===== src/rtl/seq_gen.sv =====
// Parallel-to-serial frame generator: accepts a WIDTH-bit word and emits it MSB first,
// with a valid strobe, a running bit index and a done pulse on the final bit.
module seq_gen #(
    parameter int   WIDTH    = 36,
    parameter logic IDLE_BIT = 1'b0
) (
    input  logic             clk,
    input  logic             rst,
    input  logic             load,
    input  logic [WIDTH-1:0] data,
    output logic             ready,
    output logic             dout,
    output logic             dout_valid,
    output logic             done,
    output logic [6:0]       bit_idx
);

    typedef enum logic {
        IDLE,
        SHIFT
    } state_t;

    localparam logic [6:0] LAST_IDX = 7'(WIDTH - 1);

    state_t           state;
    logic [WIDTH-1:0] shift_reg;
    logic             accept;

    // Ready also in the last-bit cycle so a new frame can follow with no gap.
    assign ready  = (state == IDLE) || (bit_idx == 7'd0);
    assign accept = load && ready;

    // The MSB goes straight to dout on accept; shift_reg holds only the bits still to come.
    always_ff @(posedge clk) begin
        if (rst) begin
            state      <= IDLE;
            shift_reg  <= '0;
            dout       <= IDLE_BIT;
            dout_valid <= 1'b0;
            done       <= 1'b0;
            bit_idx    <= 7'd0;
        end else if (accept) begin
            state      <= SHIFT;
            shift_reg  <= {data[WIDTH-2:0], 1'b0};
            dout       <= data[WIDTH-1];
            dout_valid <= 1'b1;
            done       <= 1'b0;
            bit_idx    <= LAST_IDX;
        end else begin
            case (state)
                SHIFT: begin
                    if (bit_idx == 7'd0) begin
                        state      <= IDLE;
                        dout       <= IDLE_BIT;
                        dout_valid <= 1'b0;
                        done       <= 1'b0;
                    end else begin
                        dout      <= shift_reg[WIDTH-1];
                        shift_reg <= shift_reg << 1;
                        bit_idx   <= bit_idx - 7'd1;
                        done      <= (bit_idx == 7'd1);
                    end
                end
                default: begin
                    state      <= IDLE;
                    dout       <= IDLE_BIT;
                    dout_valid <= 1'b0;
                    done       <= 1'b0;
                    bit_idx    <= 7'd0;
                end
            endcase
        end
    end

endmodule

===== config.mk =====
export PLATFORM = sky130hd
export DESIGN_NAME = seq_gen
export DESIGN_NICKNAME = d
export VERILOG_FILES = /design/src/rtl/seq_gen.sv
export SDC_FILE = /design/constraint.sdc
export NUM_CORES = 1
export LEC_CHECK = 0
export ABC_AREA = 1
export CAP_MARGIN = 20
export CELL_PAD_IN_SITES_DETAIL_PLACEMENT = 1
export CELL_PAD_IN_SITES_GLOBAL_PLACEMENT = 1
export CORE_MARGIN = 5
export CORE_UTILIZATION = 38
export CTS_BUF_LIST = sky130_fd_sc_hd__clkbuf_16
export CTS_CLUSTER_SIZE = 8
export DETAILED_ROUTE_END_ITERATION = 10
export PLACE_DENSITY = 0.87
export SETUP_SLACK_MARGIN = 0.5
export SYNTH_ARGS = -nofsm -noshare
export SYNTH_HDL_FRONTEND = slang
export SYNTH_SLANG_ARGS = --single-unit

===== constraint.sdc =====
create_clock -name clk -period 4.8 [get_ports clk]
set_input_delay 1.2 -clock clk [delete_from_list [all_inputs] [get_ports clk]]
set_output_delay 1.2 -clock clk [all_outputs]
set_load 0.1 [all_outputs]

# [Yosys cells after proc, flatten, opt, wreduce, memory -nomap -nowiden]
# Cells that the tools add are included.
# W data, S select, Z words.
[op_classes] addsub=1 multipliers=0 n_div=0 magnitude_cmp=0 eq_ne=4 n_shift=0 muxes=15 bitwise_logic=1 reduce_logical=7
[ops] cell="$mux W36" n=3
[ops] cell="$mux W6" n=3
[ops] cell="$mux W1" n=9
[ops] cell="$eq A7 B1 Y1 const B" n=1
[ops] cell="$logic_not A7 Y1" n=1
[ops] cell="$sub A7 B1 Y7 const B" n=1
[ops] cell="$reduce_or A4 Y1" n=1
[ops] cell="$ne A3 B1 Y1 const B" n=1
[ops] cell="$ne A3 B3 Y1 const B" n=1
[ops] cell="$reduce_or A3 Y1" n=1
[ops] cell="$ne A2 B2 Y1 const B" n=1
[ops] cell="$reduce_and A2 Y1" n=1
[ops] cell="$reduce_bool A2 Y1" n=1
[ops] cell="$logic_and A1 B1 Y1" n=1
[ops] cell="$logic_or A1 B1 Y1" n=1
[ops] cell="$not A1 Y1" n=1
[word_totals] register_bits=46 latch_bits=0 mem_bits_rw=0 mem_bits_ro=0 input_bits=39 out_inout_bits=11 word_cells=35 mem_count=0

# [Longest topological paths before layout]
[logic_depth] depth_word=5 depth_mapped=12 depth_no_buf=10

# [Least setup slack after synthesis]
# No wires, ideal clock.
[synth_timing] path_type="flip-flop to output port" from="register bit_idx[0]" to="output ready" t_arrival_ps=2019 t_required_ps=3600 path_slack_ps=1581 path_stages_with_launch=9 path_buffers=2 path_cell_list="dfxtp_1 inv_1 ha_1 inv_1 nor2_2 nand2_4 nand2_2 buf_6 buf_6"
[synth_between] elab_chain_len=2
[synth_rtl] element="from (decl)" line="15" rtl="output logic [6:0] bit_idx"
[synth_rtl] element="from (signal assigned)" line="60" rtl="bit_idx <= bit_idx - 7'd1;"
[synth_rtl] element="$logic_not A7 Y1" line="30" rtl="assign ready = (state == IDLE) || (bit_idx == 7'd0);"
[synth_rtl] element="$logic_or A1 B1 Y1" line="30"
[synth_rtl] element="to (decl)" line="11" rtl="output logic ready,"
# No other way between the ends.

# [Final worst setup path]
[layout_timing] from="register bit_idx[0]" to="output bit_idx[0]"
# No word-level cell between the ends.

==> flow_metrics.py <==
metrics = {
    "outcome": {
        "status": "complete, no violations",
    },
    "clock_tree": {
        "clock_sinks": 46,
        "post_cts_buffers": 0,
        "clk_path_buf_depth": 2,
        "cts_resized": 0,
        "cts-root-buf": "clkbuf_16",
        "cts_hold_buffers": 0,
        "insertion_delay_ns": 0.29,
        "htreeDepth": 2,
        "clkTransAtPathRegs_ns": 0.06,
        "numCtsBuffers": 5,
        "cts_tree": "done",
    },
    "timing": {
        "skew_ns": 0.00533,
        "final_max_slew_viol_count": 0,
        "hold_ws_ns": 0.452,
        "setup_viol": 0,
        "slew_headroom": 0.342,
        "min_period_ns": 3.11,
        "worst_slack_ns": 1.69,
        "tightest_slew_ns": 0.983,
        "rsz0062_at_grt": "false",
        "tns_ns": 0,
        "hold_violations": 0,
        "period_share": 0.647,
        "fmax_mhz": 322,
    },
    "routing": {
        "vias": 2317,
        "first_iter_violations": 135,
        "dr.pass1.iters": 4,
        "ant_nets": 0,
        "drc_errors": 0,
        "drt-wirelength-per-cell_um": 13.8,
        "routed_wl_um": 6240,
        "via_per_inst": 5.13,
    },
    "placed_design": {
        "dp_hpwl_um": 4190,
        "io_buffers": 49,
        "gp_congestion": 0.788,
        "dp_slack_ns": 1.46,
    },
    "logic_synthesis": {
        "synth_area_um2": 2330,
        "synthesis.nets": 382,
        "ys_warn_count": 0,
        "synth-seq-cells": 46,
        "synthTopCellsByArea": "dfxtp_1 40%, nand3_1 26%, nand2_1 13%, inv_1 5.0%, buf_6 3.9%",
        "ys_types": 22,
        "synth_top_area_share": 0.396,
        "synth_seq_area_share": 0.396,
        "syn_area_per_cell_um2": 6.84,
        "synth_top_area_cell": "dfxtp_1",
        "netlist_instances": 340,
    },
    "cells_and_area": {
        "syn_to_final_growth_pct": 25.4,
        "layout_common_cells": "119 x nand3_1, 82 x nand2_1, 48 x clkdlybuf4s50_1",
        "largest_register_ffs": 35,
        "antenna_cells_inserted": 0,
        "mostFrequentLayoutCell": "nand3_1",
        "drive_gt1_frac": 0.0637,
        "final_nets": 418,
        "fin_util": 0.493,
    },
    "floorplanning": {
        "initial_core_util": 0.393,
        "die_height_um": 88.2,
        "row_count": 28,
        "die-area_um2": 7790,
        "die_x_um": 88.2,
        "ios": 50,
        "coreArea_um2": 5920,
    },
    "pwr": {
        "p_per_area_nw_per_um2": 356,
        "p_leak_nw": 1.43,
        "vdd_ir_drop_max_mv": 0.202,
        "total_power_mw": 1.04,
    },
    "worst_hold_path": {
        "hold_path.class": "reg -> reg",
    },
    "setup_path": {
        "cp_top_family": "buffers and inverters",
        "slowest_stage": "clkdlybuf4s50_1",
        "critical_path_class": "reg -> out",
        "cp-end-kind": "output port",
        "critPathMaxStageDelay_ns": 1.18,
        "crit_path_start_kind": "flip-flop",
        "crit_arrival_ns": 1.91,
        "cp_num_buf_inv": 1,
        "crit_fanout": 5,
        "cp.required_ns": 3.60,
        "crit_chain": "clkdlybuf4s50_1",
    },
    "global_routing": {
        "antenna_found_initial": 0,
        "grt_start_max_net_pins": 74,
        "grt-ovfl-total": 0,
        "grt_pass1_vias": 2466,
        "grt_pass1_wl_um": 10700,
        "grt_usage": 0.173,
    },
    "flow_run": {
        "max_cap_violations": 0,
    },
}
==> where the power goes <==
part           switching [mW]  internal (mW)
Combinational           0.177         0.0883
Sequential             0.0194          0.412
Clock                   0.151          0.190
Total                   0.348          0.691
==> cell type report <==
class,instances,area [um^2]
Clock buffer,5,125
Clock inverter,3,16.3
Fill cell,789,3000
Inverter,37,139
Multi-Input combinational cell,233,1100
Sequential cell,46,921
Tap cell,75,93.8
Timing Repair Buffer,53,518
==> synthesized netlist by cell type, drive strengths merged <==
library cell / n
nand3: 119
nand2: 85
dfxtp: 46
inv: 36
buf: 18
nor2: 13
clkbuf: 6
a21oi: 5
ha: 3
o21ai: 3
xor2: 2
clkinv: 1
nand3b: 1
o31ai: 1
or2: 1
==> worst paths after layout <==
kind	from	to	slack, ns	depth (start not counted)
max	bit_idx[0]	bit_idx[0]	1.69	1
min	shift_reg[15]	shift_reg[16]	0.45	2
max reg2reg	bit_idx[0]	bit_idx[3]	2.15	10
min reg2reg	shift_reg[15]	shift_reg[16]	0.45	2
==> stage by stage <==
step           instances  cell area (um^2)
3_5_place_dp         444              2780
3_3_place_gp         444              2780
6_report             452              2920
4_1_cts              452              2920
2_1_floorplan        340              2330
5_1_grt              452              2920
==> kinds of logic after synthesis <==
group                      share of synthesized area
and+or+nand+nor                                0.431
adders and majority gates                     0.0161
buffers and inverters                          0.129
xor gates and xnor gates                     0.00753
AOI/OAI and AO/OA                             0.0204
DFF                                            0.396
==> routing by layer <==
layer / track usage / up-vias / share of wire
li1: - / 1165 / -
met1: 0.198 / 1088 / 0.43
met2: 0.314 / 52 / 0.50
met3: 0.0270 / 12 / 0.050
met4: 0.0810 / 0 / 0.023
met5: 0 / - / 0
No activity file was read; power rests on OpenSTA's default activity.
